File: src/rtl/bin2bcd_pkg.sv
// Shared types and constants for the iterative binary-to-BCD converter.
// Optional overflow flag enabled by defining BIN2BCD_ITER_OVF_EN.
package bin2bcd_pkg;

    typedef enum logic [1:0] {
        IDLE  = 2'd0,
        SHIFT = 2'd1,
        DONE  = 2'd2
    } state_t;

    // A digit at or above this value would carry past 9 once doubled.
    localparam logic [3:0] ADJ_THRESH = 4'd5;
    // Pre-shift correction so the doubled digit lands back in BCD range.
    localparam logic [3:0] ADJ_INC    = 4'd3;

endpackage

File: src/rtl/bin2bcd_digit_adj.sv
// Single-digit double-dabble correction: add 3 when the digit is >= 5.
// Pure 4-bit arithmetic, so out-of-range input digits wrap.
module bin2bcd_digit_adj
    import bin2bcd_pkg::*;
(
    input  logic [3:0] din,
    output logic [3:0] dout
);

    // Conditional add-3 ahead of the left shift.
    always_comb begin
        dout = din;
        if (din >= ADJ_THRESH) begin
            dout = din + ADJ_INC;
        end
    end

endmodule

File: src/rtl/bin2bcd_iter.sv
// Iterative (one bit per cycle) binary-to-BCD converter, valid/ready I/O.
// Define BIN2BCD_ITER_OVF_EN to flag values that exceed NDIGITS digits.
module bin2bcd_iter
    import bin2bcd_pkg::*;
#(
    parameter int NBITS   = 8,
    parameter int NDIGITS = 3
) (
    input  logic                   clk,
    input  logic                   rst,
    input  logic                   in_val,
    output logic                   in_rdy,
    input  logic [NBITS-1:0]       in_,
    output logic                   out_val,
    input  logic                   out_rdy,
    output logic [4*NDIGITS-1:0]   out,
    output logic                   out_ovf
);

    localparam int CW = $clog2(NBITS + 1);
    localparam int BW = 4 * NDIGITS;

    state_t          state;
    state_t          state_nxt;
    logic [CW-1:0]   cnt;
    logic [NBITS-1:0] bin;
    logic [BW-1:0]   bcd;
    logic [BW-1:0]   adj;
    logic [BW:0]     shl;
    logic            accept;
    logic            last;

    assign accept = (state == IDLE) && in_val;
    assign last   = (cnt == CW'(NBITS - 1));

    for (genvar g = 0; g < NDIGITS; g++) begin : g_adj
        bin2bcd_digit_adj u_adj (
            .din  (bcd[4*g +: 4]),
            .dout (adj[4*g +: 4])
        );
    end

    // Corrected digits shifted left; binary MSB enters the ones digit.
    assign shl = {adj, bin[NBITS-1]};

    // State register.
    always_ff @(posedge clk or posedge rst) begin
        if (rst) begin
            state <= IDLE;
        end else begin
            state <= state_nxt;
        end
    end

    // Next-state and handshake outputs.
    always_comb begin
        state_nxt = state;
        in_rdy    = 1'b0;
        out_val   = 1'b0;
        case (state)
            IDLE: begin
                in_rdy = 1'b1;
                if (in_val) begin
                    state_nxt = SHIFT;
                end
            end
            SHIFT: begin
                if (last) begin
                    state_nxt = DONE;
                end
            end
            DONE: begin
                out_val = 1'b1;
                if (out_rdy) begin
                    state_nxt = IDLE;
                end
            end
            default: begin
                state_nxt = IDLE;
            end
        endcase
    end

    // Shift datapath: load on accept, one double-dabble step per SHIFT cycle.
    always_ff @(posedge clk or posedge rst) begin
        if (rst) begin
            cnt <= '0;
            bin <= '0;
            bcd <= '0;
        end else if (accept) begin
            cnt <= '0;
            bin <= in_;
            bcd <= '0;
        end else if (state == SHIFT) begin
            cnt <= cnt + CW'(1);
            bin <= bin << 1;
            bcd <= shl[BW-1:0];
        end
    end

    assign out = bcd;

`ifdef BIN2BCD_ITER_OVF_EN
    logic ovf;

    // Sticky flag: any 1 carried out of the top digit means truncation.
    always_ff @(posedge clk or posedge rst) begin
        if (rst) begin
            ovf <= 1'b0;
        end else if (accept) begin
            ovf <= 1'b0;
        end else if (state == SHIFT) begin
            ovf <= ovf | shl[BW];
        end
    end

    assign out_ovf = ovf;
`else
    // The top carry is simply dropped; results wrap modulo 10^NDIGITS.
    logic unused_carry;
    assign unused_carry = shl[BW];
    assign out_ovf      = 1'b0;
`endif

endmodule
File: config.mk
export PLATFORM = sky130hd
export DESIGN_NAME = bin2bcd_iter
export DESIGN_NICKNAME = d
export VERILOG_FILES = /design/src/rtl/bin2bcd_pkg.sv /design/src/rtl/bin2bcd_digit_adj.sv /design/src/rtl/bin2bcd_iter.sv
export SDC_FILE = /design/constraint.sdc
export NUM_CORES = 1
export LEC_CHECK = 0
export ABC_AREA = 1
export CAP_MARGIN = 15
export CORE_UTILIZATION = 30
export DETAILED_ROUTE_END_ITERATION = 8
export DONT_BUFFER_PORTS = 1
export PLACE_DENSITY = 0.44
export SETUP_SLACK_MARGIN = 0.2
export SYNTH_ARGS = -nofsm -noshare
export SYNTH_HDL_FRONTEND = slang
export SYNTH_HIERARCHICAL = 1
export SYNTH_SLANG_ARGS = --single-unit
File: constraint.sdc
create_clock -name clk -period 2.5 [get_ports clk]
set_input_delay 0.25 -clock clk [delete_from_list [all_inputs] [get_ports clk]]
set_output_delay 0.25 -clock clk [all_outputs]
set_load 0.005 [all_outputs]
==> results by group <==
Timing
  – Max Clock Skew: 0.00505 ns
  – RSZ-0062 raised after global routing: no
  – Actual slew at the worst max-slew pin: 0.892 ns
  – Final Worst Setup Slack: 1.03 ns
  – Final min period: 1.47 ns
  – Final hold viol count: 0
  – Worst hold slack: 0.0812 ns
  – Tcrit/Tclk final: 58.9%
  – Max-slew headroom: 40.5%
  – Max Clk Rate: 0.680 GHz
  – Max Slew Vio Count: 0
  – Setup_tns: 0 ns
  – Final setup violation count: 0

Critical path
  – Critical path launch point: state[0]
  – CP startpoint kind: flop
  – CP Capture Type: flop
  – WS Path Type: flop to flop
  – Crit path DAT: 1.70 ns
  – Worst Reg2Reg Path Length in Cells: 3
  – Reg-to-Reg Start: state[0]
  – Worst-path fanout max: 22
  – Crit path required time: 2.72 ns

Drt
  – Via count: 1192
  – Drt via density: 4.43
  – DRC viols: 0
  – Average wire per standard cell: 11.2 um
  – Iteration-0 DRC Markers: 45
  – Pre-antenna DRT Iters: 4
  – Antenna viol nets, final: 0
  – Drt total wl: 3000 um

Clocking
  – Worst skew pair latency: 0.28 ns
  – Clock sinks: 26
  – H-tree levels: 1
  – Reg clk slew, reported paths: 0.09 ns
  – CTS tree: done
  – Post-CTS resize count: 0
  – Root buffer cell: clkbuf_8
  – Post-CTS setup buffers: 0
  – CTS Buffer Depth: 2
  – Cts hold-fix bufs: 0
  – Clock buffer count from CTS: 3

Die
  – Die W: 73.0 um
  – Core Area: 0.00479 sq mm
  – FP Rows: 25
  – Die H: 73.0 um
  – Boundary pin count: 27
  – Initial core utilization: 31.6%
  – Die footprint: 0.00533 sq mm

Synthesis
  – Yosys warns: 6
  – Mapped Nets: 220
  – Synthesized area: 0.00151 sq mm
  – Syn Inst Count: 201
  – Syn_area_per_cell: 7.53 sq um

Worst hold path
  – Cells on Worst Hold Path: 2
  – Hold_sp: in_[2]
  – Worst Hold Class: primary input to flop

Power and ir drop
  – Peak VDD IR: 0.000415 V
  – Pwr dens: 1240 mW/mm^2
  – Total power: 2.07 mW
  – Static leakage: 0.855 nW

Flow run
  – Max-cap violation count: 0

Cells and area
  – Layout area overhead: 10.3%
  – Fillers: 483
  – Final core utilization: 34.8%
  – Most frequent cells in the layout: nand2_1, dfrtp_1, inv_1
  – Layout net count: 222
  – Most common cell after layout, fill and taps aside: nand2_1
  – Fraction of layout cells with a size suffix above 1: 13.9%
  – Ant diodes: 0

Global routing
  – Vias in the first global route: 1227
  – Initial antenna violation count: 0
  – Largest net degree at the start of global routing: 27
  – GRT Overall Usage: 12.8%
  – GRT overflow: 0
  – Global-route wire length before repair: 5240 um

Place
  – Post-DP HPWL: 2160 um
  – Routability cong.: 0.723
  – PortBufs: 0
  – Pre-CTS WS: 1.00 ns

Outcome
  – Status: complete, no violations
==> metrics by stage <==
step           area, sq um  std cells
5_1_grt               1670        269
4_1_cts               1630        267
3_5_place_dp          1560        263
3_3_place_gp          1560        263
6_report              1670        269
2_1_floorplan         1510        201
==> cell type report <==
type	instances	area [sq um]	area share, %
multi-input cells	148	742	44.5
flip-flops and latches	26	651	39.0
well taps	67	83.8	5.03
inverters	22	82.6	4.95
clock buffers	3	41.3	2.48
repair buffers	2	37.5	2.25
clock inverters	1	30.0	1.80
==> flip-flops by register name (all words and copies together), names as in the netlist <==
signal  count
bin         8
cnt         4
out        12
state       2
==> critical path, stage by stage, from the launching register on <==
cell     delay (ns)
dfrtp_1        0.43
o21ai_2        0.73
nand2_1        0.15
nand3_2        0.11
==> power by group <==
part / total (mW) / switching, mW / internal [mW]
clock network: 0.355 / 0.141 / 0.215
registers: 0.786 / 0.193 / 0.594
logic: 0.933 / 0.589 / 0.344
==> final timing paths <==
kind                       slack [ns]     end
hold / removal                   0.08  bin[2]
setup reg to reg                 1.03  bin[7]
max in group asynchronous        1.76  out[2]
setup / recovery                 1.03  bin[7]
hold reg to reg                  0.49  bin[0]
min in group asynchronous        0.35  out[3]
==> per-layer routing <==
metal  wire, um  track usage [%]  share of wire, %  vias up
met5          0                0                 0        -
met4         69             6.75               2.3        0
met3        142             2.62               4.7        7
met2       1400             22.1                47       25
met1       1390             14.8                46      547
li1           -                -                 -      613
Note: power is estimated with default switching activity, not from simulation.
==> RTL change: new RTL, same settings <==
Change the parameter `NDIGITS` from 3 to 5.
--- a/src/rtl/bin2bcd_iter.sv
+++ b/src/rtl/bin2bcd_iter.sv
@@ -4,7 +4,7 @@
     import bin2bcd_pkg::*;
 #(
     parameter int NBITS   = 8,
-    parameter int NDIGITS = 3
+    parameter int NDIGITS = 5
 ) (
     input  logic                   clk,
     input  logic                   rst,
Interface: changed (resized out); port bits go from 27 to 35. The function was not compared with the original's and may differ.
==> RTL change against the unedited design <==
Routed wire length rose by 40%; synthesized area up 36%; the run now ends with DRC left; global-route usage increased by 0.086 points; total power up 36%; via count rose by 39%; clock skew hardly changed; setup slack improved by 0.11 ns; sequential share of layout area is 1.0 points lower; clock power rose by 21%; design area increased by 34%; sequential cell count is 8 higher; highest routed layer unchanged; first-iteration DRC count rose by 80%.
==> RTL change: results (changes against the unedited design) <==
- Synth warn: 6 (unchanged)
- I/O Buffers: 0 (unchanged)
- Syn_nets: 301 (+37%)
- CTS Buf Count: 5 (+2)
- P_leak: 1.15 nW (+34%)
- CP Data Arrival Time: 1.59 ns (-0.11 ns)
- GRT Total Usage: 12.9% (+0.086 points)
- DR vias: 1658 (+39%)
- Worst-path maximum fanout: 24 (+9.1%)
- Number of antenna diodes: 0 (unchanged)
- FF-to-FF End: bin[1]
- Hold slack: 0.0838 ns (+0.00257 ns)
- Status: finished, violations left
- Vias in the first global route: 1569 (+28%)
- Max reg flops: 20 (+8)
- Avg WL per Cell: 11.7 µm (+4.9%)
- H-tree depth: 2 (+1)
- Max VDD drop: 381 µV (-8.2%)
- Share of layout cells above drive strength 1: 15.2% (+1.3 points)
- P_sw: 0.00132 W (+43%)
- Detail Placement HPWL: 3000 µm (+39%)
- Tot Pwr: 0.00282 W (+36%)
- Startpoint of the worst hold path: in_[0]
- R2R Setup Slk: 1.14 ns (+0.11 ns)
- Placer Congestion: 0.740 (+2.4%)
- WHS Endpoint: bin[0]
- Post-route DRC: 2 (+2)
- Global-route wire length before repair: 7310 µm (+39%)
- Clk slew on worst S/H paths: 0.07 ns (-0.02 ns)
- Worst hold path class: primary input to flip-flop
- Worst Skew: 0.00536 ns (+0.000316 ns)
- Violated checks: DRC
- Largest net degree at the start of global routing: 32 (+19%)
- Reg2Reg Depth: 4 (+1)
- First DRT Iteration DRCs: 81 (+80%)
- Final net count: 305 (+37%)
==> RTL change: cell count changes in the layout (fill, tap and decap cells not counted), moves of 4 or more <==
cell and change:
ha_1 +4, o21ai_0 +4, inv_1 +4, nor2_1 +5, dfrtp_1 +8, nand2_1 +36
==> RTL change: what timing repair did <==
action                                 4_1_cts  5_1_grt
gates resized for setup                      0        0
setup endpoints to repair                    0        0
endpoints found under the hold margin       11        0
hold buffers                                 1        0
==> RTL change: how the worst max path moves through the flow <==
stage,end,cells past startpoint
after floorplan,out[10],8
after global placement,bin[7],4
after detailed placement,cnt[2],5
after CTS,cnt[2],5
after global routing,cnt[2],5
final,bin[1],4
==> RTL change: through the flow <==
| stage | worst slack [ns] | util (%) | instance area (µm²) | instances |
|---|---|---|---|---|
| 2_1_floorplan | 1.26 | - | 2050 | 278 |
| 3_3_place_gp | 1.12 | 33.0 | 2130 | 351 |
| 3_5_place_dp | 1.11 | 33.0 | 2130 | 351 |
| 4_1_cts | 1.10 | 34.7 | 2240 | 360 |
| 5_1_grt | 0.939 | 34.7 | 2240 | 360 |
| 6_report | 1.14 | 34.7 | 2240 | 360 |
==> RTL change: layout make-up <==
class	count	area, µm²
fillers	722	4220
multi-input cells	209	1060
flip-flops and latches	34	851
inverters	28	105
well taps	77	96.3
clock buffers	6	82.6
repair buffers	4	32.5
clock inverters	2	12.5
==> RTL change: worst max-delay path, cell delays in order, from the launching register on <==
cell and delay [ns]:
dfrtp_1 0.43, o21ai_2 0.34, buf_4 0.35, nand2_1 0.10, nand3_1 0.09
==> RTL change: metal layers <==
| layer | track usage [%] | vias to the layer above | part of all wire (%) |
|---|---|---|---|
| met3 | 3.83 | 5 | 4.4 |
| met1 | 17.7 | 763 | 51 |
| met5 | 0 | - | 0 |
| li1 | - | 859 | - |
| met2 | 19.4 | 31 | 44 |
| met4 | 4.16 | 0 | 1.1 |
==> RTL change: power by group through the flow <==
stage	registers (W)	clock network, W	logic (W)
after floorplan	0.000991	0	0.00116
after global placement	0.00108	0	0.00135
after detailed placement	0.00107	0	0.00136
after CTS	0.00106	0.000449	0.00136
after global routing	0.00110	0.000479	0.00155
final	0.00106	0.000428	0.00133
